==> src/rtl/tse_phy_mon_pkg.sv <==
// Package for the PHY speed monitor.
// Contents:
//   - MDIO clause-22 read frame constants.
//   - Bit positions inside the PHY-specific status register.
//   - Speed encoding and the poll FSM state enum.
//   - A helper that builds the 46-bit header a read frame drives.
package tse_phy_mon_pkg;

  // MDIO clause-22 read frame layout
  localparam int         PREAMBLE_LEN   = 32;
  localparam logic [1:0] MDIO_ST        = 2'b01;
  localparam logic [1:0] MDIO_OP_READ   = 2'b10;
  localparam int         FRAME_LEN      = 64;
  localparam int         HDR_LEN        = 46;  // preamble + ST + OP + PHYAD + REGAD
  localparam int         DATA_FIRST_BIT = 48;  // after the two turnaround bits

  // PHY-specific status register fields
  localparam int STAT_SPEED_HI = 15;
  localparam int STAT_SPEED_LO = 14;
  localparam int STAT_DUPLEX   = 13;
  localparam int STAT_RESOLVED = 11;
  localparam int STAT_LINK     = 10;

  // Encoded exactly as the PHY reports bits 15:14; 2'b11 is reserved.
  typedef enum logic [1:0] {
    SPD_10   = 2'b00,
    SPD_100  = 2'b01,
    SPD_1000 = 2'b10
  } speed_e;

  typedef enum logic [1:0] {
    ST_WAIT,
    ST_FRAME,
    ST_EVAL
  } mon_state_e;

  function automatic logic [HDR_LEN-1:0] read_header(input logic [4:0] phy_addr,
                                                     input logic [4:0] reg_addr);
    return {{PREAMBLE_LEN{1'b1}}, MDIO_ST, MDIO_OP_READ, phy_addr, reg_addr};
  endfunction

endpackage

==> src/rtl/mdio_read_engine.sv <==
// Runs a single MDIO clause-22 read frame each time start is pulsed while idle.
//
// Ports:
//   clk_clk, reset_reset : system clock and synchronous active-high reset.
//   start                : begin a frame; ignored while a frame is running.
//   phy_addr, reg_addr   : addresses placed in the frame header.
//   mdio_in              : synchronised MDIO pad input.
//   mdc                  : management clock output.
//   mdio_out, mdio_oe    : pad output data and output enable.
//   done                 : one-cycle pulse when the frame completes.
//   rd_data              : the 16 data bits of the last frame, MSB first.
//
// Each bit period is MDC_DIV cycles with mdc low, then MDC_DIV cycles with
// mdc high. Output data changes only where mdc falls, or at frame start.
// Input data is captured on the cycle where mdc rises.
module mdio_read_engine
  import tse_phy_mon_pkg::*;
#(
  parameter int MDC_DIV = 25
) (
  input  logic        clk_clk,
  input  logic        reset_reset,
  input  logic        start,
  input  logic [4:0]  phy_addr,
  input  logic [4:0]  reg_addr,
  input  logic        mdio_in,
  output logic        mdc,
  output logic        mdio_out,
  output logic        mdio_oe,
  output logic        done,
  output logic [15:0] rd_data
);

  localparam int               DIV_W    = (MDC_DIV < 2) ? 1 : $clog2(MDC_DIV);
  localparam logic [DIV_W-1:0] DIV_LAST = DIV_W'(MDC_DIV - 1);

  logic               active;
  logic [DIV_W-1:0]   div_cnt;
  logic [5:0]         bit_idx;
  logic [HDR_LEN-1:0] tx_sr;
  logic [HDR_LEN-1:0] header;

  assign header = read_header(phy_addr, reg_addr);

  // NOTE: every register in a clocked block is assigned with <=, so all of
  // them update together from values sampled before the edge.
  always_ff @(posedge clk_clk) begin
    if (reset_reset) begin
      active   <= 1'b0;
      div_cnt  <= '0;
      bit_idx  <= '0;
      tx_sr    <= '0;
      mdc      <= 1'b0;
      mdio_out <= 1'b1;
      mdio_oe  <= 1'b0;
      done     <= 1'b0;
      rd_data  <= '0;
    end else begin
      done <= 1'b0;
      if (!active) begin
        if (start) begin
          active   <= 1'b1;
          div_cnt  <= '0;
          bit_idx  <= '0;
          mdc      <= 1'b0;
          mdio_oe  <= 1'b1;
          mdio_out <= header[HDR_LEN-1];
          tx_sr    <= {header[HDR_LEN-2:0], 1'b0};
        end
      end else if (div_cnt != DIV_LAST) begin
        div_cnt <= div_cnt + 1'b1;
      end else begin
        div_cnt <= '0;
        if (!mdc) begin
          // Rising edge of mdc: the PHY has had a full low half to set up.
          mdc <= 1'b1;
          if (bit_idx >= 6'(DATA_FIRST_BIT)) begin
            rd_data <= {rd_data[14:0], mdio_in};
          end
        end else begin
          mdc <= 1'b0;
          if (bit_idx == 6'(FRAME_LEN - 1)) begin
            active   <= 1'b0;
            done     <= 1'b1;
            mdio_oe  <= 1'b0;
            mdio_out <= 1'b1;
          end else begin
            bit_idx <= bit_idx + 1'b1;
            if (bit_idx < 6'(HDR_LEN - 1)) begin
              mdio_oe  <= 1'b1;
              mdio_out <= tx_sr[HDR_LEN-1];
              tx_sr    <= {tx_sr[HDR_LEN-2:0], 1'b0};
            end else begin
              // Turnaround and data: release the line to the PHY.
              mdio_oe  <= 1'b0;
              mdio_out <= 1'b1;
            end
          end
        end
      end
    end
  end

endmodule

==> src/rtl/tse_phy_speed_monitor.sv <==
// Polls the PHY-specific status register over MDIO. It drives the TSE MAC
// speed inputs so that the MAC follows the PHY's autonegotiated speed.
//
// Ports:
//   clk_clk, reset_reset : system clock and synchronous active-high reset.
//   mdc, mdio_in, mdio_out, mdio_oe : MDIO management interface.
//   set_10, set_1000     : MAC speed selects; both 0 selects 100 Mb/s.
//   link_up              : last frame was resolved and its speed confirmed.
//   full_duplex          : duplex from the last applied status.
//   speed_change         : one-cycle pulse when set_10/set_1000 change.
//
// A speed is applied only after two consecutive frames report the same
// resolved speed. This filters a single glitchy read.
module tse_phy_speed_monitor
  import tse_phy_mon_pkg::*;
#(
  parameter logic [4:0] PHY_ADDR    = 5'h10,
  parameter logic [4:0] STATUS_REG  = 5'd17,
  parameter int         MDC_DIV     = 25,
  parameter int         POLL_CYCLES = 500000
) (
  input  logic clk_clk,
  input  logic reset_reset,
  output logic mdc,
  input  logic mdio_in,
  output logic mdio_out,
  output logic mdio_oe,
  output logic set_10,
  output logic set_1000,
  output logic link_up,
  output logic full_duplex,
  output logic speed_change
);

  localparam int POLL_W = (POLL_CYCLES < 2) ? 1 : $clog2(POLL_CYCLES + 1);

  mon_state_e  state, state_next;
  logic [POLL_W-1:0] poll_cnt;
  logic        start;
  logic        done;
  logic [15:0] rd_data;

  logic        frame_ok;
  speed_e      cand_spd;
  logic        cand_valid;
  speed_e      cand_last;
  logic        apply;

  mdio_read_engine #(
    .MDC_DIV (MDC_DIV)
  ) u_engine (
    .clk_clk     (clk_clk),
    .reset_reset (reset_reset),
    .start       (start),
    .phy_addr    (PHY_ADDR),
    .reg_addr    (STATUS_REG),
    .mdio_in     (mdio_in),
    .mdc         (mdc),
    .mdio_out    (mdio_out),
    .mdio_oe     (mdio_oe),
    .done        (done),
    .rd_data     (rd_data)
  );

  always_ff @(posedge clk_clk) begin
    if (reset_reset) state <= ST_WAIT;
    else             state <= state_next;
  end

  // NOTE: defaults first, so every path assigns every output and no latch
  // is inferred.
  always_comb begin
    state_next = state;
    start      = 1'b0;
    case (state)
      ST_WAIT: begin
        if (poll_cnt == '0) begin
          start      = 1'b1;
          state_next = ST_FRAME;
        end
      end
      ST_FRAME: if (done) state_next = ST_EVAL;
      ST_EVAL:  state_next = ST_WAIT;
      default:  state_next = ST_WAIT;
    endcase
  end

  // The counter resets to 0, so the first frame starts right after reset.
  always_ff @(posedge clk_clk) begin
    if (reset_reset) begin
      poll_cnt <= '0;
    end else if (state == ST_EVAL) begin
      poll_cnt <= POLL_W'(POLL_CYCLES);
    end else if (state == ST_WAIT && poll_cnt != '0) begin
      poll_cnt <= poll_cnt - 1'b1;
    end
  end

  // Status decode. No PHY reads as all ones through the pull-up.
  always_comb begin
    cand_spd = SPD_1000;
    frame_ok = (rd_data != 16'hFFFF) && rd_data[STAT_LINK] && rd_data[STAT_RESOLVED];
    case (rd_data[STAT_SPEED_HI:STAT_SPEED_LO])
      2'b10:   cand_spd = SPD_1000;
      2'b01:   cand_spd = SPD_100;
      2'b00:   cand_spd = SPD_10;
      default: frame_ok = 1'b0;
    endcase
  end

  assign apply = frame_ok && cand_valid && (cand_last == cand_spd);

  always_ff @(posedge clk_clk) begin
    if (reset_reset) begin
      set_10       <= 1'b0;
      set_1000     <= 1'b1;
      link_up      <= 1'b0;
      full_duplex  <= 1'b1;
      speed_change <= 1'b0;
      cand_valid   <= 1'b0;
      cand_last    <= SPD_1000;
    end else begin
      speed_change <= 1'b0;
      if (state == ST_EVAL) begin
        if (!frame_ok) begin
          link_up    <= 1'b0;
          cand_valid <= 1'b0;
        end else begin
          cand_valid <= 1'b1;
          cand_last  <= cand_spd;
          if (apply) begin
            set_10       <= (cand_spd == SPD_10);
            set_1000     <= (cand_spd == SPD_1000);
            full_duplex  <= rd_data[STAT_DUPLEX];
            link_up      <= 1'b1;
            speed_change <= (set_10 != (cand_spd == SPD_10)) ||
                            (set_1000 != (cand_spd == SPD_1000));
          end
        end
      end
    end
  end

endmodule

==> config.mk <==
export PLATFORM = sky130hd
export DESIGN_NAME = tse_phy_speed_monitor
export DESIGN_NICKNAME = d
export VERILOG_FILES = /design/src/rtl/tse_phy_mon_pkg.sv /design/src/rtl/mdio_read_engine.sv /design/src/rtl/tse_phy_speed_monitor.sv
export SDC_FILE = /design/constraint.sdc
export NUM_CORES = 1
export LEC_CHECK = 0
export ABC_AREA = 1
export CORE_MARGIN = 3
export CORE_UTILIZATION = 64
export CTS_BUF_LIST = sky130_fd_sc_hd__clkbuf_8
export CTS_CLUSTER_DIAMETER = 60
export DETAILED_ROUTE_END_ITERATION = 6
export GPL_ROUTABILITY_DRIVEN = 0
export HOLD_SLACK_MARGIN = 0.12
export PLACE_DENSITY = 0.82
export SYNTH_ARGS = -nofsm -noshare
export SYNTH_HDL_FRONTEND = slang
export SYNTH_SLANG_ARGS = --single-unit
==> constraint.sdc <==
create_clock -name clk_clk -period 2.3 [get_ports clk_clk]
set_input_delay 0.46 -clock clk_clk [delete_from_list [all_inputs] [get_ports clk_clk]]
set_output_delay 0.46 -clock clk_clk [all_outputs]
set_load 0.01 [all_outputs]
# Yosys cells after proc, flatten, opt, wreduce, memory -nomap -nowiden
# Cells that the tools add are included.
dict set report op_classes {
  n_addsub 3
  n_mul 0
  n_div 0
  magnitude_cmp 2
  n_eq_ne 18
  shifts 0
  n_mux 47
  n_bitwise 6
  reduce_logical 26
}
# operator n
set ops {}
lappend ops {{two-way mux 46 bit} 6}
lappend ops {{two-way mux 19 bit} 2}
lappend ops {{two-way mux 6 bit} 5}
lappend ops {{two-way mux 1 bit} 27}
lappend ops {{logical NOT 19 bit} 1}
lappend ops {{nonzero test 19 bit} 1}
lappend ops {{subtractor 19 x 1 -> 19 bit (second input constant)} 1}
lappend ops {{!= test 16 bit (second input constant)} 1}
lappend ops {{two-way mux 5 bit} 3}
lappend ops {{!= test 2 bit (second input constant)} 4}
lappend ops {{case mux 2 bit (2 select lines)} 2}
lappend ops {{AND reduction 2 bit} 4}
lappend ops {{AND reduction 4 bit} 2}
lappend ops {{OR reduction 4 bit} 2}
lappend ops {{adder 6 x 1 -> 6 bit (second input constant)} 1}
lappend ops {{== test 2 bit (second input constant)} 3}
lappend ops {{== test 6 bit (second input constant)} 1}
lappend ops {{greater-or-equal comparator 6 bit (second input constant)} 1}
lappend ops {{logical NOT 2 bit} 3}
lappend ops {{< comparator 6 bit (second input constant)} 1}
lappend ops {{!= test 2 x 1 -> 1 bit (second input constant)} 3}
lappend ops {{inverter 1 bit} 6}
lappend ops {{AND reduction 3 bit} 2}
lappend ops {{adder 5 x 1 -> 5 bit (second input constant)} 1}
lappend ops {{other kinds (11)} 19}
dict set report totals {
  register_bits 107
  latchBits 0
  ramBits 0
  mem_bits_ro 0
  in_bits 3
  out_inout_bits 8
  wordCells 121
  mem_count 0
}

# Longest topological paths before layout
# Gate-level depths: netlist of the first run.
dict set report depth {
  depth_word 8
  ltp_mapped 15
  ltp_nobuf 13
}

# By module
# Synthesis of the first run repeated with hierarchy kept, for this count alone.
dict set report unflattened {
  cells_unflattened 777
  hier_area_um2 5297.6
}
# mod n_inst cells_each area_per_inst_um2 seq_area_each_um2
set by_module_without_submodules {}
lappend by_module_without_submodules {mdio_read_engine 1 518 3567.2 1541.5}
lappend by_module_without_submodules {tse_phy_speed_monitor 1 259 1730.4 580.6}

# Least setup slack after synthesis of the first run
# No wires, ideal clock.
dict set report synth_path {
  kind {register -> register}
  start {reg poll_cnt[0]}
  end {reg u_engine.tx_sr[18]}
  setup_ns 0.113
  arrival_ns 1.580
  required_ns 2.187
  setup_slack_ns 0.607
  stages_incl_launch_ff 14
  path_buffers 2
  period_less_slack_ns 1.693
  cell_sequence {dfxtp_1 -> inv_1 -> ha_1 -> inv_1 -> nor2_1 -> nand3_1 -> nor2_2 -> nand3_2 -> nand2_2 -> nand2_2 -> buf_6 -> clkbuf_2 -> o21ai_1 -> nor2_1}
}
dict set report synth_via {
  elab_chain_len 5
}
# element line_no
set synth_lines {}
lappend synth_lines {{start: declaration} tse_phy_speed_monitor.sv:38} ;# logic [POLL_W-1:0] poll_cnt;
lappend synth_lines {{start signal: assignment} tse_phy_speed_monitor.sv:93} ;# poll_cnt <= POLL_W'(POLL_CYCLES);
lappend synth_lines {{start signal: assignment} tse_phy_speed_monitor.sv:95} ;# poll_cnt <= poll_cnt - 1'b1;
lappend synth_lines {{logical NOT 19 bit} tse_phy_speed_monitor.sv:77} ;# if (poll_cnt == '0) begin
lappend synth_lines {{two-way mux 1 bit} tse_phy_speed_monitor.sv:77}
lappend synth_lines {{two-way mux 1 bit} tse_phy_speed_monitor.sv:75} ;# case (state)
lappend synth_lines {{nonzero test 2 bit (no source line)} -}
lappend synth_lines {{AND reduction 5 bit (no source line)} -}
lappend synth_lines {{end signal: assignment} mdio_read_engine.sv:68} ;# tx_sr <= {header[HDR_LEN-2:0], 1'b0};
lappend synth_lines {{end signal: assignment} mdio_read_engine.sv:92} ;# tx_sr <= {tx_sr[HDR_LEN-2:0], 1'b0};
lappend synth_lines {{end: declaration} mdio_read_engine.sv:40} ;# logic [HDR_LEN-1:0] tx_sr;
# No other way between the ends.
# A chain may end at the register's enable or synchronous reset.

# Worst setup path in the final report of the first run
dict set report layout_path {
  start {reg poll_cnt[0]}
  end {reg u_engine.tx_sr[17]}
}
# Same word-level chain as after synthesis.

==> key figures, run 1 <==
Run status
  – Status: completed

Critical path
  – End point of the critical path: u_engine.tx_sr[17]$_SDFFE_PP0P_
  – Startpoint types: register
  – Worst-path cell with the longest stage delay: dfxtp_1
  – Crit path kind: register to register
  – Critical Path RT: approximately 2.6 ns
  – CP max FO: 17
  – FF-to-FF Start: poll_cnt[0]$_SDFFE_PP0P_
  – Worst r2r path cells: 12
  – R2r setup slk: 0.28 ns
  – Worst-path cell chain: inv_1 > ha_1 > inv_1 > nor2_1 > nand3_1 > nor2_2 > nand3_2 > nand2_4 > nand2_2 > buf_4 > o21ai_0 > nor2_1
  – Crit path DAT: 2.28 ns
  – Reg-to-Reg End: u_engine.tx_sr[17]$_SDFFE_PP0P_
  – Worst setup path startpoint: poll_cnt[0]$_SDFFE_PP0P_
  – CP peak stage delay: 0.33 ns
  – Crit path capture type: register

Final layout
  – Finished Core Util: a little under three quarters
  – Register area: 2122 um^2
  – FILL cells: approximately 640
  – N_diodes: 0
  – Nets: ~690
  – Non-Filler Instances: between 700 and 800
  – Area delta synth->final: 7.112%
  – Commonest non-fill, non-tap cell in the layout: nor2_1
  – Multi-input gate area: about 2400 um^2
  – Commonest cells after routing, fill and taps aside: nor2_1, nand2_1, dfxtp_1
  – Fin area: 5201 um^2
  – Share of cells above drive strength 1: roughly 11%

Global route
  – Vias in the first global route: approximately 3800
  – Initial antenna violation count: 0
  – Gr usage total: roughly 22%
  – Congestion Overflow GR: 0
  – Global-route wire length before repair: ~16000 um
  – Largest net degree at the start of global routing: 54

Synthesis
  – Leading area contributor after synthesis: dfxtp_1
  – Syn nets: between 600 and 700
  – Seq/Total Area, Yosys: about 44%
  – Synth Warn #: 0
  – Cell Area, Synth: between 4000 and 5000 um^2
  – Synth top area share: 43.70%
  – #FFs+latches synth: approximately 110
  – Mapped Cells: between 600 and 700
  – Synth area leaders: dfxtp_1, nor2_1, nand2_1
  – Avg Inst Size Synth: 7.089 um^2
  – Post-synth cell types: 34

STA
  – Worst-Margin Slew: approximately 0.47 ns
  – Fin. max-slew vios: 0
  – Final setup fails: 0
  – RSZ-0062 raised after global routing: no
  – Hold Violations, Final: 0
  – Setup ws final: around 0.28 ns
  – Tcrit/Tclk final: 87.70%
  – Crit path time final: a little over 2 ns
  – Slew Limit Headroom: roughly two thirds
  – Fmax: 495.8 MHz
  – Clk_skew: roughly 0.0048 ns
  – Fin Hold WS: about 0.46 ns
  – Setup TNS: 0 ns

Drt
  – Vias per cell: ~5.2
  – Final WL: roughly 9100 um
  – ANT nets after route: 0
  – Final routed DRC violation total: 0
  – Routed len/inst: ~12 um
  – DRT iter0 DRCs: around 150
  – Vias: around 4100
  – Drt pass-1 iters: 4

Placed design
  – HPWL after DPL: 5911 um
  – Post-DP Area: approximately 5000 um^2
  – Post-Place Cells: 773
  – Port-buffer cells: 10
  – Pre-CTS WS: approximately 0.27 ns

Floorplanning
  – Io pins: 11
  – Initial Utilization: 66.59%
  – Core box area: roughly 7300 um^2
  – Row Count: 31
  – Die X: between 90 and 100 um
  – Die Height: approximately 93 um
  – DIE AREA: about 8700 um^2

Clock network
  – CTS Sinks: about 110
  – Max Buffers Root-to-Sink: 2
  – Post-CTS resize count: 0
  – Clock latency at the later pin of the worst-skew pair: 0.36 ns
  – TritonCTS clock tree: done
  – Clk Tree Root Cell: clkbuf_8
  – TritonCTS Buffers: 9
  – CTS H-tree lvls: 3
  – CTS Hold Bufs: 0
  – Clk slew on worst S/H paths: ~0.090 ns
  – Post-CTS Setup Bufs: 0

Power
  – Total power: about 6.7 mW
  – VDD IR max: 0.7834 mV
  – Leak Pwr: 2.191 nW
  – Power Dens Cells: around 1300 nW/um^2

Worst hold path
  – HP Class: register to register

Flow run
  – Max-cap violations: 0
==> cell usage after synthesis <==
cell type and count:
nor2_1 167, nand2_1 120, dfxtp_1 106, o21ai_0 41, inv_1 38, or2_2 37
a21oi_1 32, nand3_1 30, o21ai_1 20, clkbuf_1 18, nand4_1 12, xor2_1 9
buf_6 6, ha_1 6, nand3b_1 5, xnor2_1 5, buf_2 4, nor2_2 4
nor3_1 4, nand2_2 3, a21boi_0 2, buf_1 2, clkbuf_2 2, nand3_2 2
a211oi_1 1, a41oi_1 1, clkinv_1 1, inv_2 1, inv_8 1, nor2_4 1
nor3_4 1, nor4_1 1, o21a_1 1, o221ai_1 1
==> flip-flops by register name, summed over array words and instances (netlist names), 2 cells and up <==
register          count
cand_last             2
poll_cnt             19
state                 2
u_engine.bit_idx      6
u_engine.div_cnt      5
u_engine.rd_data     16
u_engine.tx_sr       45
==> where the power goes <==
group	internal, mW	switching (mW)
registers	2.16	0.209
clock network	0.604	0.612
logic	1.11	2.04
total	3.87	2.86
==> worst max-delay path, delay by kind of cell, from the launching register on <==
kind                       cells  cell delay [ns]
AOI/OAI and AO/OA              1             0.18
DFF                            1             0.33
and+or+nand+nor                7             0.78
buffers and inverters          3             0.43
adders and majority gates      1             0.19
==> logic make-up after synthesis <==
family | share of synthesized area (%)
fa+ha+maj | 1.546
compound gates | 10.56
xor+xnor | 2.525
simple gates | 34.78
buf+inv | 6.879
flops | 43.70
==> layout make-up <==
cell class | instances | area share [%]
repair buffers | 21 | 3.512
inverters | 41 | 3.103
clock buffers | 9 | 2.382
flip-flops and latches | 106 | 40.80
clock inverters | 6 | 1.588
well taps | 99 | 2.382
multi-input cells | 506 | 46.24
==> how the worst min path moves through the flow <==
| stage | start | endpoint | slack, ns | cells after the start |
|---|---|---|---|---|
| floorplan | u_engine.done$_SDFF_PP0_ | state[1]$_SDFFE_PP0P_ | 0.43 | 2 |
| global placement | u_engine.mdio_out$_SDFFE_PP1P_ | u_engine.mdio_out$_SDFFE_PP1P_ | 0.44 | 2 |
| detailed placement | link_up$_SDFFE_PP0P_ | link_up$_SDFFE_PP0P_ | 0.45 | 2 |
| CTS | link_up$_SDFFE_PP0P_ | link_up$_SDFFE_PP0P_ | 0.46 | 2 |
| global route | u_engine.done$_SDFF_PP0_ | state[1]$_SDFFE_PP0P_ | 0.49 | 2 |
| finish | link_up$_SDFFE_PP0P_ | link_up$_SDFFE_PP0P_ | 0.46 | 2 |
==> per-layer routing <==
metal  GRT usage [%]  wire (um)  vias up  part of all wire, %
li1                -          -     2170                    -
met1           27.04       4345     1873                   48
met2           38.39       4422       65                   48
met3           5.229        259       10                  2.8
met4           6.349        106        0                  1.2
met5               0          0        -                    0
Note: power is estimated with default switching activity, not from simulation.
==> inputs of run 2 (changes only) <==
Settings changed: SLEW_MARGIN set to 10.
==> results of run 2 <==
The final DEF is identical to that of run 1; final timing and power are the same.
